[config.mk]
export PLATFORM = sky130hd
export DESIGN_NAME = alu_arbiter
export DESIGN_NICKNAME = d
export VERILOG_FILES = /design/src/rtl/alu_arbiter.sv
export SDC_FILE = /design/constraint.sdc
export NUM_CORES = 1
export LEC_CHECK = 0
export BUFFER_PORTS_ARGS = -buffer_cell sky130_fd_sc_hd__buf_2
export CAP_MARGIN = 20
export CORE_AREA = 4 4 108 110
export CTS_CLUSTER_DIAMETER = 100
export DETAILED_ROUTE_END_ITERATION = 6
export DIE_AREA = 0 0 112 114
export MAX_ROUTING_LAYER = met4
export PLACE_DENSITY_LB_ADDON = 0.05
export SLEW_MARGIN = 10
export SYNTH_ARGS = -nofsm -noshare
export SYNTH_HDL_FRONTEND = slang
export SYNTH_SLANG_ARGS = --single-unit
[constraint.sdc]
create_clock -name clk -period 1.6 [get_ports clk]
set_clock_uncertainty 0.15 [all_clocks]
set_input_delay 0.08 -clock clk [delete_from_list [all_inputs] [get_ports clk]]
set_output_delay 0.08 -clock clk [all_outputs]
set_load 0.02 [all_outputs]
[src/rtl/alu_arbiter.sv]
// ============================================================================
//  Module      : alu_arbiter
//  Description : Round-robin arbiter that lets two requesters share one
//                external combinational ALU (accept / execute / respond).
//  Revision    : 1.0 - initial release
// ============================================================================
`default_nettype none

module alu_arbiter #(
    parameter int WIDTH = 32
) (
    input  logic             clk,
    input  logic             rst_n,

    input  logic             req0_valid,
    output logic             req0_ready,
    input  logic [WIDTH-1:0] req0_a,
    input  logic [WIDTH-1:0] req0_b,
    input  logic [2:0]       req0_op,

    input  logic             req1_valid,
    output logic             req1_ready,
    input  logic [WIDTH-1:0] req1_a,
    input  logic [WIDTH-1:0] req1_b,
    input  logic [2:0]       req1_op,

    output logic             rsp0_valid,
    input  logic             rsp0_ready,
    output logic             rsp1_valid,
    input  logic             rsp1_ready,
    output logic [WIDTH-1:0] rsp_result,
    output logic [3:0]       rsp_flags,

    output logic [WIDTH-1:0] alu_a,
    output logic [WIDTH-1:0] alu_b,
    output logic [2:0]       alu_control,
    input  logic [WIDTH-1:0] alu_result,
    input  logic [3:0]       alu_flags,

    output logic             busy,
    output logic             grant_id
);

    typedef enum logic [1:0] {
        ST_IDLE = 2'd0,
        ST_EXEC = 2'd1,
        ST_RESP = 2'd2
    } state_t;

    state_t           r_state;
    state_t           w_state_nxt;
    logic             r_last_grant;
    logic             w_any_req;
    logic             w_winner;
    logic             w_accept;
    logic             w_rsp_ready_sel;
    logic [WIDTH-1:0] w_sel_a;
    logic [WIDTH-1:0] w_sel_b;
    logic [2:0]       w_sel_op;

    // With a tie the requester that did not win last time goes first;
    // a lone requester wins regardless of history.
    assign w_any_req = req0_valid | req1_valid;
    assign w_winner  = (req0_valid && req1_valid) ? ~r_last_grant : req1_valid;

    assign w_sel_a  = w_winner ? req1_a  : req0_a;
    assign w_sel_b  = w_winner ? req1_b  : req0_b;
    assign w_sel_op = w_winner ? req1_op : req0_op;

    // Only the owner's ready may release the response.
    assign w_rsp_ready_sel = grant_id ? rsp1_ready : rsp0_ready;

    assign busy = (r_state != ST_IDLE);

    always_comb begin
        w_state_nxt = r_state;
        w_accept    = 1'b0;
        req0_ready  = 1'b0;
        req1_ready  = 1'b0;
        rsp0_valid  = 1'b0;
        rsp1_valid  = 1'b0;
        case (r_state)
            ST_IDLE: begin
                // Ready is held low while reset is asserted.
                if (rst_n && w_any_req) begin
                    w_accept    = 1'b1;
                    req0_ready  = ~w_winner;
                    req1_ready  = w_winner;
                    w_state_nxt = ST_EXEC;
                end
            end
            ST_EXEC: begin
                w_state_nxt = ST_RESP;
            end
            ST_RESP: begin
                rsp0_valid = ~grant_id;
                rsp1_valid = grant_id;
                if (w_rsp_ready_sel) begin
                    w_state_nxt = ST_IDLE;
                end
            end
            default: begin
                w_state_nxt = ST_IDLE;
            end
        endcase
    end

    always_ff @(posedge clk) begin
        if (!rst_n) begin
            r_state      <= ST_IDLE;
            r_last_grant <= 1'b1;
            grant_id     <= 1'b0;
            alu_a        <= '0;
            alu_b        <= '0;
            alu_control  <= 3'b000;
            rsp_result   <= '0;
            rsp_flags    <= 4'b0000;
        end else begin
            r_state <= w_state_nxt;
            if (w_accept) begin
                alu_a        <= w_sel_a;
                alu_b        <= w_sel_b;
                alu_control  <= w_sel_op;
                grant_id     <= w_winner;
                r_last_grant <= w_winner;
            end
            // The ALU has had the whole EXEC cycle to settle on the operands.
            if (r_state == ST_EXEC) begin
                rsp_result <= alu_result;
                rsp_flags  <= alu_flags;
            end
        end
    end

endmodule

`default_nettype wire

==> results.ini <==
[setup_path]
cp_cell_sequence = nor3b_4 -> buf_6 -> buf_4 -> a21oi_1 -> a311oi_1
max_stage_delay_ns = 0.35
required_ns = 1.72
crit_arrival_ns = 1.73
cp-end-kind = flop
critPathMaxFanout = 15
cp-start-kind = flop
crit_path_top_delay_cell = dfxtp_2
cp_num_buf_inv = 2
worst-setup-path-type = flop to flop
cp_top_family = compound AO/OA/AOI/OAI gates

[routing]
routedWlPerCell_um = 17.4
ant_nets = 0
vias_per_cell = 5.35
firstDrtPassIters = 6
num_vias = 6144
routed_wirelength_um = 20000
drc_errors = 0
first_iter_violations = 581

[placement]
dp_slack_ns = 0.0730
globalplace.congestion = 0.839
dpl.hpwl_um = 11300
placed_area_mm2 = 0.00603
io_buffers = 284

[yosys]
synthMuxAreaShare_pct = 0.226
syn_nets = 738
ys_seq_area_share_pct = 48.3
synth-adder-area-share_pct = 0
synth_edf_count = 0
synth_top_family_by_area = compound AO/OA/AOI/OAI gates
syn-cell-area_mm2 = 0.00443
synth_compound_area_share_pct = 25.8
async_flop_share_pct = 0
yosysUniqueCellTypes = 27
yosys.area_share.simple_pct = 19.5
synthXorXnorAreaFrac_pct = 0
yosysWarnings = 0
synth_cells = 562
ys.flop_type = dfxtp_1
synth_area_per_cell_um2 = 7.89
synth_seq_cells = 107

[timing]
final-setup-viol-count = 1
fmax_mhz = 619
fin_ws_ns = -0.0148
finalCriticalPeriod_ns = 1.61
hold_viol = 0
fin_hold_ws_ns = 0.0267
rsz0062_at_grt = true
finalMaxSlewViolations = 0
slew_headroom_pct = 72.1
post-route-period-util_pct = 101
worstMarginPinSlew_ns = 0.418

[clock_tree]
cts_tree = yes
clockRootBuffer = clkbuf_8
cts_buffers = 9
cts.sinks = 107
clkLatencyLatePin_ns = 0.36
cts_htree_levels = 3
clk_pin_slew_ns = 0.09
clockBufferDepth = 2

[die]
rows = 38
dieArea_mm2 = 0.0128
io_pins = 285
core_area_mm2 = 0.0107
dieHeight_um = 114
initial_core_util_pct = 41.4
die_x_um = 112

[run_status]
violations = setup timing
status = complete, but fails checks

[finish]
nNetsFinal = 1180
final_cell_area_mm2 = 0.00814
fill_cells = 744
finish.utilization_pct = 76.1
drive_gt1_share_pct = 34.0
syn_to_final_growth_pct = 83.8

[global_routing]
grt_max_degree = 79
grt_overflow_total = 0
grt_pass1_vias = 6228
grt_pass1_wl_um = 30000
gr-usage-all-layers_pct = 29.6
antenna_found_initial = 0

[pwr]
pwr-share-comb_pct = 31.8
p_total_uw = 6730
p_per_area_mw_per_mm2 = 827
p_leak_uw = 0.00379
power_frac_seq_pct = 45.0
pwr-share-clk_pct = 23.2
p_sw_uw = 2150
p_int_uw = 4580
swShare_pct = 32.0
ir_drop_v = 0.000517

[flow_run]
drv_cap = 0

[hold_path]
worstHoldPathType = input port to flop

[flip-flops by register name, summed over array words and instances (netlist names)]
signal,flops
rsp_result,32
r_last_grant,1
alu_b,32
rsp_flags,4
alu_a,32
alu_control,3
r_state,2
grant_id,1
[metal layers]
layer	part of all wire, %	global-route usage, %
met5	0	-
met4	4.9	16.6
met3	8.6	5.62
met2	50	50.7
met1	37	32.5
[power by group through the flow]
| stage | Clock [µW] | Combinational, µW | Sequential, µW |
|---|---|---|---|
| after floorplan | 0 | 688 | 3350 |
| after global placement | 0 | 1630 | 3080 |
| after detailed placement | 0 | 1660 | 3080 |
| after CTS | 1600 | 2010 | 3020 |
| after global routing | 1680 | 2300 | 3060 |
| final | 1560 | 2140 | 3030 |
[kinds of logic after synthesis]
| kind of cell | after synthesis |
|---|---|
| simple gates | 220 |
| buf+inv | 58 |
| compound gates | 176 |
| flops | 107 |
| mux | 1 |
[path summary, 6_finish.rpt]
| kind | from | endpoint | slack (ns) | depth (start not counted) |
|---|---|---|---|---|
| setup / recovery | r_state[1] | alu_b[27] | -0.01 | 5 |
| hold / removal | req1_valid | r_last_grant | 0.03 | 4 |
| setup reg to reg | r_state[1] | alu_b[27] | -0.01 | 5 |
| hold reg to reg | rsp_result[19] | rsp_result[19] | 0.31 | 2 |
[stage by stage]
step	std cells	setup TNS, ns
after global routing	1148	-0.488
after CTS	1141	-0.00352
after detailed placement	949	0
final	1149	-0.0148
after global placement	949	0
after floorplan	562	0
[worst min-delay path, stage by stage]
cell and delay (ns):
buf_2 0.11, nor2_1 0.05, o21ai_0 0.18, nand3_1 0.07
[layout by cell type (no fill, tap or decap), drive strengths merged, types with 2 or more instances in the layout]
cell type	instances
nor3b	2
o21ai	2
inv	3
clkbuf	16
buf	310
dfxtp	107
nand2	207
or2	2
dlygate4sd3	173
nor2	2
clkinv	2
a21oi	105
a311oi	67
nand3	2
[cell usage after synthesis, types with 2 or more instances]
| cell type | instances | area (µm²) |
|---|---|---|
| a21oi_1 | 105 | 526 |
| buf_1 | 2 | 7.51 |
| nand2_1 | 207 | 777 |
| clkbuf_1 | 28 | 105 |
| a311oi_1 | 67 | 587 |
| buf_2 | 19 | 95.1 |
| buf_6 | 2 | 22.5 |
| o21ai_0 | 2 | 10.0 |
| nand3_1 | 2 | 10.0 |
| buf_4 | 4 | 30.0 |
| dfxtp_1 | 107 | 2140 |
| nor2_1 | 2 | 7.51 |
[layout make-up]
cell class	count	area [µm²]	share of cell area (%)
timing repair buffer	486	3570	43.8
sequential	107	2150	26.3
multi-input combinational	397	2060	25.3
tap	140	175	2.15
clock buffer	13	169	2.07
inverter	3	11.3	0.138
clock inverter	2	10.0	0.123
antenna	1	2.50	0.0307
[what timing repair did]
item	CTS	global route
pin swaps	2	30
hold endpoints to repair	106	0
setup endpoints to repair	2	72
hold buffers	173	0
resized for setup	8	8
setup buffers	4	3
cloned	0	4
(Power assumes the default switching activity.)
